[src/rtl/seven_seg_scan_decoder.sv]
// Seven-segment scan reader: recovers BCD digits from a multiplexed
// segment bus with per-digit settling, frame tracking and error flags.
module seven_seg_scan_decoder #(
  parameter int NUM_DIGITS    = 4,
  parameter int STABLE_CYCLES = 3
) (
  input  logic                    clk,
  input  logic                    rst,
  input  logic [7:0]              seg_in,
  input  logic [NUM_DIGITS-1:0]   digit_sel,
  output logic [4*NUM_DIGITS-1:0] bcd_out,
  output logic [NUM_DIGITS-1:0]   digit_err,
  output logic                    frame_valid,
  output logic                    sel_err
);

  typedef enum logic [1:0] {
    IDLE     = 2'd0,
    SETTLE   = 2'd1,
    CAPTURED = 2'd2
  } state_t;

  localparam int          PW       = NUM_DIGITS + 7;
  localparam logic [3:0]  STABLE_C = 4'(STABLE_CYCLES);
  localparam logic [NUM_DIGITS-1:0] SEL_ONE = NUM_DIGITS'(1);

  state_t                    state_q, state_d;
  logic [3:0]                cnt_q, cnt_d;
  logic [PW-1:0]             pair_q, pair_d;
  logic [4*NUM_DIGITS-1:0]   bcd_q, bcd_d;
  logic [NUM_DIGITS-1:0]     err_q, err_d;
  logic [NUM_DIGITS-1:0]     mask_q, mask_d;
  logic                      fv_q, fv_d;
  logic                      se_q, se_d;

  logic                      sel_zero;
  logic                      sel_multi;
  logic                      same;
  logic                      capture;
  logic [4:0]                dec;

  // {bad, nibble}: bad set for any pattern outside the digit table
  function automatic logic [4:0] decode(input logic [6:0] s);
    logic [4:0] r;
    unique case (s)
      7'h7E:   r = 5'h00;
      7'h30:   r = 5'h01;
      7'h6D:   r = 5'h02;
      7'h79:   r = 5'h03;
      7'h33:   r = 5'h04;
      7'h5B:   r = 5'h05;
      7'h5F:   r = 5'h06;
      7'h72:   r = 5'h07;
      7'h7F:   r = 5'h08;
      7'h7B:   r = 5'h09;
      default: r = 5'h1F;
    endcase
    return r;
  endfunction

  // Strobe classification and segment decode of the current sample
  always_comb begin
    sel_zero  = (digit_sel == '0);
    sel_multi = ((digit_sel & (digit_sel - SEL_ONE)) != '0);
    dec       = decode(seg_in[6:0]);
  end

  // Settling FSM, capture into the digit registers, frame completion
  always_comb begin
    state_d = state_q;
    cnt_d   = cnt_q;
    bcd_d   = bcd_q;
    err_d   = err_q;
    mask_d  = mask_q;
    fv_d    = 1'b0;
    se_d    = 1'b0;
    capture = 1'b0;
    pair_d  = {digit_sel, seg_in[6:0]};
    same    = (pair_d == pair_q);

    if (sel_zero) begin
      state_d = IDLE;
      cnt_d   = 4'd0;
    end else if (sel_multi) begin
      state_d = IDLE;
      cnt_d   = 4'd0;
      se_d    = 1'b1;
    end else if (!(state_q == CAPTURED && same)) begin
      if (state_q == SETTLE && same) begin
        cnt_d = (cnt_q < STABLE_C) ? cnt_q + 4'd1 : cnt_q;
      end else begin
        cnt_d = 4'd1;
      end
      state_d = SETTLE;
      if (cnt_d == STABLE_C) begin
        capture = 1'b1;
        state_d = CAPTURED;
      end
    end

    if (capture) begin
      for (int i = 0; i < NUM_DIGITS; i++) begin
        if (digit_sel[i]) begin
          bcd_d[4*i +: 4] = dec[3:0];
          err_d[i]        = dec[4];
          mask_d[i]       = 1'b1;
        end
      end
      if (&mask_d) begin
        fv_d   = 1'b1;
        mask_d = '0;
      end
    end
  end

  // State and output registers
  always_ff @(posedge clk or posedge rst) begin
    if (rst) begin
      state_q <= IDLE;
      cnt_q   <= 4'd0;
      pair_q  <= '0;
      bcd_q   <= '1;
      err_q   <= '0;
      mask_q  <= '0;
      fv_q    <= 1'b0;
      se_q    <= 1'b0;
    end else begin
      state_q <= state_d;
      cnt_q   <= cnt_d;
      pair_q  <= pair_d;
      bcd_q   <= bcd_d;
      err_q   <= err_d;
      mask_q  <= mask_d;
      fv_q    <= fv_d;
      se_q    <= se_d;
    end
  end

  assign bcd_out     = bcd_q;
  assign digit_err   = err_q;
  assign frame_valid = fv_q;
  assign sel_err     = se_q;

endmodule

[config.mk]
export PLATFORM = sky130hd
export DESIGN_NAME = seven_seg_scan_decoder
export DESIGN_NICKNAME = d
export VERILOG_FILES = /design/src/rtl/seven_seg_scan_decoder.sv
export SDC_FILE = /design/constraint.sdc
export NUM_CORES = 1
export LEC_CHECK = 0
export ABC_CLOCK_PERIOD_IN_PS = 2750
export CORE_UTILIZATION = 52
export DETAILED_ROUTE_END_ITERATION = 10
export PLACE_DENSITY = 0.76
export SLEW_MARGIN = 20
export SYNTH_ARGS = -nofsm -noshare
export SYNTH_HDL_FRONTEND = slang
export SYNTH_SLANG_ARGS = --single-unit
[constraint.sdc]
create_clock -name clk -period 2.75 [get_ports clk]
set_input_delay 0.6875 -clock clk [delete_from_list [all_inputs] [get_ports clk]]
set_output_delay 0.6875 -clock clk [all_outputs]
set_load 0.05 [all_outputs]
==> run summary <==
Starting Density: 55.0%
slowest stage delay, CP: 0.50 ns
drt drc: 0
post-route ant nets: 0
post-route cell area: 0.00263 mm²
Mean Syn Cell Area: 12.2 µm²
Synth Warn #: 0
post-synthesis cell count: 168
most common cell in the synthesized netlist: dfrtp_1
CP Max Fanout: 5
Mapped Area: 0.00204 mm²
Final Power: 1.18 mW
RSZ-0062 raised after global routing: false
Top Ports: 36
nets@finish: 235
share of cells above drive strength 1: 33.0%
die area: 0.00419 mm²
Setup Buffers After CTS: 0
via count: 1484
clock sink count: 43
leakage: 1.13 nW
Area Growth Syn to Fin: 28.8%
crit-path cells: clkdlybuf4s50_1 -> xnor2_1 -> nand4_1 -> nor3_4 -> and4_1 -> buf_4 -> mux2_2
number of synthesized flops with an enable pin: 0
FILL cells: 288
largest net degree at the start of global routing: 44
most frequent cells after synthesis: dfrtp_1, mux2_2, dfstp_2
startpoint types: primary input
number of global-route vias before repair: 1566
clock skew: 0.00461 ns
Worst Path Arrival: 2.77 ns
post-cts resize count: 0
total track usage: 24.6%
run status: finished clean
HP Class: flip-flop to flip-flop
Clk Latency, worst-skew pair: 0.30 ns
Seq/Total Area, Yosys: 53.6%
number of DRC markers in iteration 0: 53
Routed wire per std cell: 16.5 µm
Placer Congestion: 0.846
DR pass1 iterations: 4
Pins Over Slew Limit: 0
Post-Syn Nets: 183
Required @ worst endpoint: 2.99 ns
grt ovf: 0
top post-synthesis cells by area: dfrtp_1, dfstp_2, mux2_2
Rows: 22
peak supply drop: 0.303 mV
CTS tree: built
max-cap violations: 0
Placed Area: 0.00254 mm²
Critical Setup Path Class: primary input to flip-flop
post-route minimum period: 2.53 ns
# hold bufs at CTS: 0
period utilization: 92.1%
DIE HEIGHT: 64.7 µm
Ant. Diodes: 0
Hold Fails Final Rpt: 0
Primary FF master, synth: dfrtp_1
Synth area leader: dfrtp_1
Slew headroom: 58.3%
placeable core region: 0.00372 mm²
CP max-delay cell: clkdlybuf4s50_1
Longest Clk Path Bufs: 2
Netlist cell types: 48
Die W: 64.7 µm
CTS clock-pin slew for the worst setup and hold paths: 0.08 ns
total routed wirelength: 4.44 mm
Num CTS Buffers: 5
port bufs: 34
final setup fails: 0
pwr/cell area: 449 mW/mm²
Crit. End Element: flip-flop
Post-DP HPWL: 3.26 mm
top cell type's share of synthesized area: 33.0%
vias per cell: 5.52
Async SR Flop Fraction: 100%
Yosys reg bits: 43
R2R Setup Slk: 0.44 ns
FMAX: 0.395 GHz
CTS H-tree depth: 2
first-pass GRT wire length: 7.38 mm
final core utilization: 70.8%
worst slew pin tran: 0.621 ns
initial antenna violation count: 0
CTS root buffer: clkbuf_8
==> cells in the final DEF (no fill, tap or decap), types with 6 or more instances in the layout <==
master,Yosys,layout
buf_4,1,20
clkdlybuf4s50_1,0,34
dfrtp_1,27,27
dfstp_2,16,16
inv_1,7,7
mux2_2,19,19
nand3_1,6,6
nand4_1,6,6
nor2_1,10,10
xnor2_1,11,11
==> metal layers <==
| layer | part of all wire [%] | routed length [µm] | up-vias | global-route usage, % |
|---|---|---|---|---|
| li1 | - | - | 696 | - |
| met1 | 41 | 1840 | 728 | 27.9 |
| met2 | 51 | 2250 | 48 | 40.6 |
| met3 | 4.7 | 209 | 12 | 7.57 |
| met4 | 3.0 | 135 | 0 | 14.4 |
| met5 | 0 | 0 | - | 0 |
==> power breakdown <==
group | leakage [nW] | internal [mW] | switching, mW
clock | 0.0402 | 0.176 | 0.220
sequential | 0.496 | 0.645 | 0.00651
combinational | 0.597 | 0.0602 | 0.0742
total | 1.13 | 0.882 | 0.301
==> stage by stage <==
step | hold slack, ns | TNS [ns] | instances | worst slack, ns
CTS | 0.516 | 0 | 269 | 0.175
detailed placement | 0.502 | -0.550 | 261 | -0.137
finish | 0.512 | 0 | 269 | 0.216
floorplan | 0.465 | 0 | 168 | 0.465
global route | 0.557 | 0 | 269 | 0.131
global placement | 0.477 | 0 | 261 | 0.0238
==> sequential cells by signal, indices dropped and copies added (netlist names) <==
signal	count
frame_valid	1
cnt_q	4
pair_q	11
sel_err	1
digit_err	4
mask_q	4
bcd_out	16
state_q	2
==> logic make-up after synthesis <==
group / share of synthesized area, %
AOI/OAI and AO/OA: 10.3
xor gates and xnor gates: 6.00
adders and majority gates: 1.10
buffers and inverters: 3.79
DFF: 53.6
muxes: 11.2
and+or+nand+nor: 14.0
==> area by class of cell <==
class,instances,area (µm²),share of cell area [%]
well taps,48,60.1,2.28
inverters,7,26.3,0.998
multi-input cells,109,871,33.1
flip-flops and latches,43,1100,41.6
clock inverters,3,20.0,0.760
clock buffers,5,68.8,2.61
repair buffers,54,490,18.6
==> critical path, delay by kind of cell <==
family / cells / cell delay [ns]
XOR/XNOR: 1 / 0.25
buffers and inverters: 2 / 0.66
AND/OR/NAND/NOR: 3 / 0.85
multiplexers: 1 / 0.32
==> worst paths after layout <==
kind | cells after the start | from | end
worst max-delay path | 7 | digit_sel[3] | bcd_out[9]
min in group asynchronous | 3 | rst | pair_q[10]
worst max register to register | 7 | cnt_q[0] | bcd_out[9]
max in group asynchronous | 3 | rst | bcd_out[6]
worst min register to register | 1 | digit_err[1] | digit_err[1]
worst min-delay path | 1 | digit_err[1] | digit_err[1]
No activity file was read; power rests on OpenSTA's default activity.
==> RTL change 1 (same flow settings) <==
The 3 states of `state_t` get a one-hot encoding in 3 bits.
--- a/src/rtl/seven_seg_scan_decoder.sv
+++ b/src/rtl/seven_seg_scan_decoder.sv
@@ -16,6 +16,6 @@
 
-  typedef enum logic [1:0] {
-    IDLE     = 2'd0,
-    SETTLE   = 2'd1,
-    CAPTURED = 2'd2
+  typedef enum logic [2:0] {
+    IDLE     = 3'b001,
+    SETTLE   = 3'b010,
+    CAPTURED = 3'b100
   } state_t;
Function: same outputs for any inputs over 10 cycles, from zero or initial values and one cycle with rst high; not proved beyond that.
==> RTL change 1 against the unedited design <==
- sequential share of layout area down 3.0 points
- final area rose by 10%
- register-to-register slack lost 0.27 ns
- wire length up 8.3%
- power is 11% higher
- count of clock-buffer cells in the layout increased by 2
- setup slack got worse by 0.047 ns
- utilization is 1.8 points higher
- synthesized area is 6.2% higher
- sequential cell count is 1 higher
- critical endpoint is now digit_err[3]
- largest cell class unchanged
==> RTL change 1: results (changes against the unedited design) <==
* Vias in the first global route at 1689 (+7.9%)
* Iter 0 DRT Violations at 65 (+23%)
* Max incr delay on CP at 0.43 ns (-0.07 ns)
* Top cells by count, synth: 27 x dfrtp_1, 20 x mux2_2, 17 x dfstp_2
* Met3 routed WL at 214 um (+2.4%)
* LEAKAGE at 1.31 nW (+16%)
* Filler cells at 282 (-2.1%)
* Yosys top cell area share at 31.1% (-1.9 points)
* Pin count of the biggest net entering global routing at 27 (-39%)
* Synthesized flop and latch total at 44 (+2.3%)
* Measured slew at the worst slew-check pin at 0.516 ns (-0.105 ns)
* DR pass1 iterations at 6 (+2)
* Grt met2 use at 44.1% (+3.4 points)
* Share of cells above drive strength 1 at 37.1% (+4.1 points)
* Worst EP arrival at 2.77 ns (about the same)
* Final clock skew at 0.00589 ns (+0.00129 ns)
* Status: finished clean
* Commonest non-fill, non-tap cell in the layout: buf_4
* Worst path slowest cell: dfrtp_1
* CP max FO at 6 (+1)
* Nets at 259 (+10%)
* First-pass GRT wire length at 7930 um (+7.5%)
* HPWL Detailed at 3620 um (+11%)
* Met1 Wirelength at 1940 um (+5.2%)
* Via density per instance at 5.55 (+0.59%)
* Xor and xnor area share after synthesis at 5.24% (-0.76 points)
* Largest cells by area after synthesis: dfrtp_1 31%, dfstp_2 21%, mux2_2 10%
* Adder-Cell Fraction of Synth Area at 1.04% (-0.065 points)
* Peak VDD IR at 0.263 mV (-13%)
* Met3 Use GR at 5.65% (-1.9 points)
* Place WS at -0.125 ns (+0.0120 ns)
* Multiplexer share of the synthesized area at 11.3% (+0.091 points)
* Mapped Nets at 194 (+6.0%)
* Compound-Gate Fraction of Synth Area at 9.74% (-0.55 points)
* Seq/Total Area, Yosys at 51.7% (-1.9 points)
* Final ANT Viol Nets at 0 (unchanged)
* Synth cell types at 49 (+2.1%)
* GRT Overall Usage at 24.6% (about the same)
* GPL Wtd Cong at 0.902 (+6.6%)
## RTL change 1: cell count changes after synthesis, moves of 3 or more
cell / delta
nor2_1: -5
nand4_1: -6
xnor2_1: -9
o21a_1: +3
xor2_1: +8
or2_2: +3
clkbuf_1: +4
nand2b_1: +4
inv_1: -4
nand2_1: +3
## RTL change 1: path summary, 6_finish.rpt
kind / from / endpoint / slack [ns] / cells past startpoint
worst min register to register: mask_q[0] / mask_q[0] / 0.52 / 1
min in group asynchronous: rst / pair_q[7] / 0.75 / 3
worst max register to register: cnt_q[0] / digit_err[3] / 0.17 / 7
max in group asynchronous: rst / bcd_out[3] / 1.68 / 3
worst min-delay path: mask_q[0] / mask_q[0] / 0.52 / 1
worst max-delay path: cnt_q[0] / digit_err[3] / 0.17 / 7
## RTL change 1: cell type report
| type | count | area share, % |
|---|---|---|
| multi-input cells | 122 | 34.3 |
| repair buffers | 68 | 20.6 |
| clock inverters | 1 | 0.301 |
| clock buffers | 7 | 3.70 |
| well taps | 50 | 2.15 |
| flip-flops and latches | 44 | 38.6 |
| inverters | 3 | 0.387 |
## RTL change 1: per-stage QoR
stage / cells / setup TNS (ns) / total power [mW] / instance area [sq um]
final: 295 / 0 / 1.31 / 2910
after global routing: 295 / 0 / 1.35 / 2910
after CTS: 295 / 0 / 1.31 / 2900
after detailed placement: 287 / -1.86 / 0.834 / 2790
after global placement: 287 / -1.36 / 0.828 / 2790
after floorplan: 179 / 0 / 0.765 / 2170
## RTL change 1: power by group
group	internal (mW)	switching [mW]	total [mW]	leakage (nW)
Sequential	0.662	0.00719	0.669	0.522
Combinational	0.0712	0.0827	0.154	0.730
Clock	0.261	0.224	0.484	0.0596
==> RTL change 2 (same settings) <==
Made on the original files. The parameter `NUM_DIGITS` goes from 4 to 2.
--- a/src/rtl/seven_seg_scan_decoder.sv
+++ b/src/rtl/seven_seg_scan_decoder.sv
@@ -3,3 +3,3 @@
 module seven_seg_scan_decoder #(
-  parameter int NUM_DIGITS    = 4,
+  parameter int NUM_DIGITS    = 2,
   parameter int STABLE_CYCLES = 3
Interface: changed (resized bcd_out, digit_err and digit_sel); port bits go from 36 to 24. No check against the original RTL was run, so the function may have changed too.
==> RTL change 2 against the unedited design <==
- setup slack improved by 0.16 ns
- sequential cell count down 14
- synthesized cell count is 18% lower
- clock power decreased by 40%
- sequential share of layout area fell by 3.0 points
- worst hold slack worse by 0.037 ns
- synthesized area shrank 24%
- wire length fell by 31%
- final area is 28% lower
- first-iteration DRC count decreased by 51%
- critical path depth is 1 lower
- final cell count decreased by 24%
- power is 32% lower
- clock skew is 0.0013 ns higher
==> RTL change 2: results (changes against the unedited design) <==
* Initial antenna violation count at 0 (unchanged)
* Total Wirelength at 3060 um (-31%)
* Pin count of the biggest net entering global routing at 18 (-59%)
* Clk_lat worst skew at 0.33 ns (+0.03 ns)
* Cell family with most CP delay: simple AND/OR/NAND/NOR gates
* LEAKAGE at 0.886 nW (-22%)
* Top cells by count, synth: 21 x dfrtp_1, 10 x inv_1, 8 x dfstp_2
* Worst r2r src: cnt_q[0]
* CP endpoint: bcd_out[2]
* Status: finished clean
* Max Root-Sink Buffers at 2 (unchanged)
* Crit path from: seg_in[2]
* Worst EP arrival at 2.63 ns (-0.14 ns)
* Mapped Nets at 152 (-17%)
* GRT Overall Usage at 22.4% (-2.2 points)
* HPWL Detailed at 2300 um (-29%)
* Max reg flops at 9 (-7)
* GPL Wtd Cong at 0.787 (-7.0%)
* Measured slew at the worst slew-check pin at 0.560 ns (-0.0611 ns)
* Vias in the first global route at 1163 (-26%)
* Biggest register: pair_q
* First-pass GRT wire length at 5330 um (-28%)
* Reg2reg path depth at 6 (-1)
* Via density per instance at 5.78 (+4.9%)
* R2R Path End: bcd_out[7]
* Worst path slowest cell: or4b_2
* Synth cell types at 46 (-4.2%)
* Clock H-tree levels at 2 (unchanged)
* Nets at 187 (-20%)
* Iter 0 DRT Violations at 26 (-51%)
* Share of cells above drive strength 1 at 24.3% (-8.8 points)
* PortBufs at 22 (-35%)
* Reg clk slew, reported paths at 0.08 ns (about the same)
* Max incr delay on CP at 0.69 ns (+0.19 ns)
* Setup slack, reg-to-reg at 0.54 ns (+0.10 ns)
* Net Switching at 0.211 mW (-30%)
* DR pass1 iterations at 4 (unchanged)
* Root buf cell: clkbuf_4
* Worst min path class: reg -> reg
* Filler cells at 237 (-18%)
* Max Freq at 422 MHz (+6.8%)
* Seq/Total Area, Yosys at 47.4% (-6.2 points)
* Final clock skew at 0.00591 ns (+0.00130 ns)
* Hold_buf cts at 0 (unchanged)
* Peak VDD IR at 0.383 mV (+27%)
* Placed cell areas at 0.00186 sq mm (-27%)
* Place WS at 0.0453 ns (+0.182 ns)
* Largest cells by area after synthesis: dfrtp_1 34%, dfstp_2 14%, mux2_1 4.4%
* CP max FO at 3 (-2)
[RTL change 2: cell types whose count changed in the layout (fill, tap and decap cells not counted), moves of 6 or more]
cell,change
clkdlybuf4s50_1,-12
buf_4,-7
dfrtp_1,-6
dfstp_2,-8
xnor2_1,-6
mux2_1,+6
mux2_2,-17
[RTL change 2: power groups by stage]
stage	registers [mW]	logic, mW	clock network [mW]
floorplan	0.459	0.0735	0
global placement	0.453	0.119	0
detailed placement	0.454	0.123	0
CTS	0.446	0.123	0.246
global route	0.448	0.134	0.270
finish	0.446	0.123	0.239
[RTL change 2: metal layers]
metal | routed length (um) | GRT usage, % | vias to the layer above
li1 | - | - | 563
met1 | 1350 | 29.6 | 557
met2 | 1460 | 33.6 | 48
met3 | 171 | 8.53 | 12
met4 | 73 | 8.01 | 0
met5 | 0 | 0 | -
[RTL change 2: how the worst min path moves through the flow]
stage | startpoint | to | cells past startpoint
2_1_floorplan | cnt_q[3] | cnt_q[3] | 1
3_3_place_gp | bcd_out[1] | bcd_out[1] | 2
3_5_place_dp | bcd_out[5] | bcd_out[5] | 2
4_1_cts | bcd_out[5] | bcd_out[5] | 2
5_1_grt | bcd_out[1] | bcd_out[1] | 2
6_report | bcd_out[5] | bcd_out[5] | 2
[RTL change 2: cell families after synthesis]
group,after synthesis,share of synthesized area (%)
mux,10,7.10
buf+inv,17,5.73
simple gates,47,20.6
xor+xnor,10,7.58
fa+ha+maj,3,2.42
flops,29,47.4
compound gates,21,9.11
[RTL change 2: through the flow]
step | hold WS [ns] | std cells
3_5_place_dp | 0.470 | 196
2_1_floorplan | 0.489 | 137
6_report | 0.476 | 204
3_3_place_gp | 0.458 | 196
4_1_cts | 0.484 | 204
5_1_grt | 0.510 | 204
[RTL change 2: final cells by class]
cell class / count / area [sq um] / share of cell area [%]
tap: 31 / 38.8 / 2.04
multi-input combinational: 91 / 727 / 38.1
inverter: 10 / 37.5 / 1.97
sequential: 29 / 736 / 38.6
timing repair buffer: 35 / 318 / 16.7
clock buffer: 8 / 48.8 / 2.56
[RTL change 2: worst register-to-register path, stage by stage (launching register included)]
cell     delay, ns
dfrtp_1       0.43
ha_1          0.31
nor3b_1       0.17
a31oi_1       0.07
nor3_1        0.45
nand4_2       0.31
mux2_1        0.40
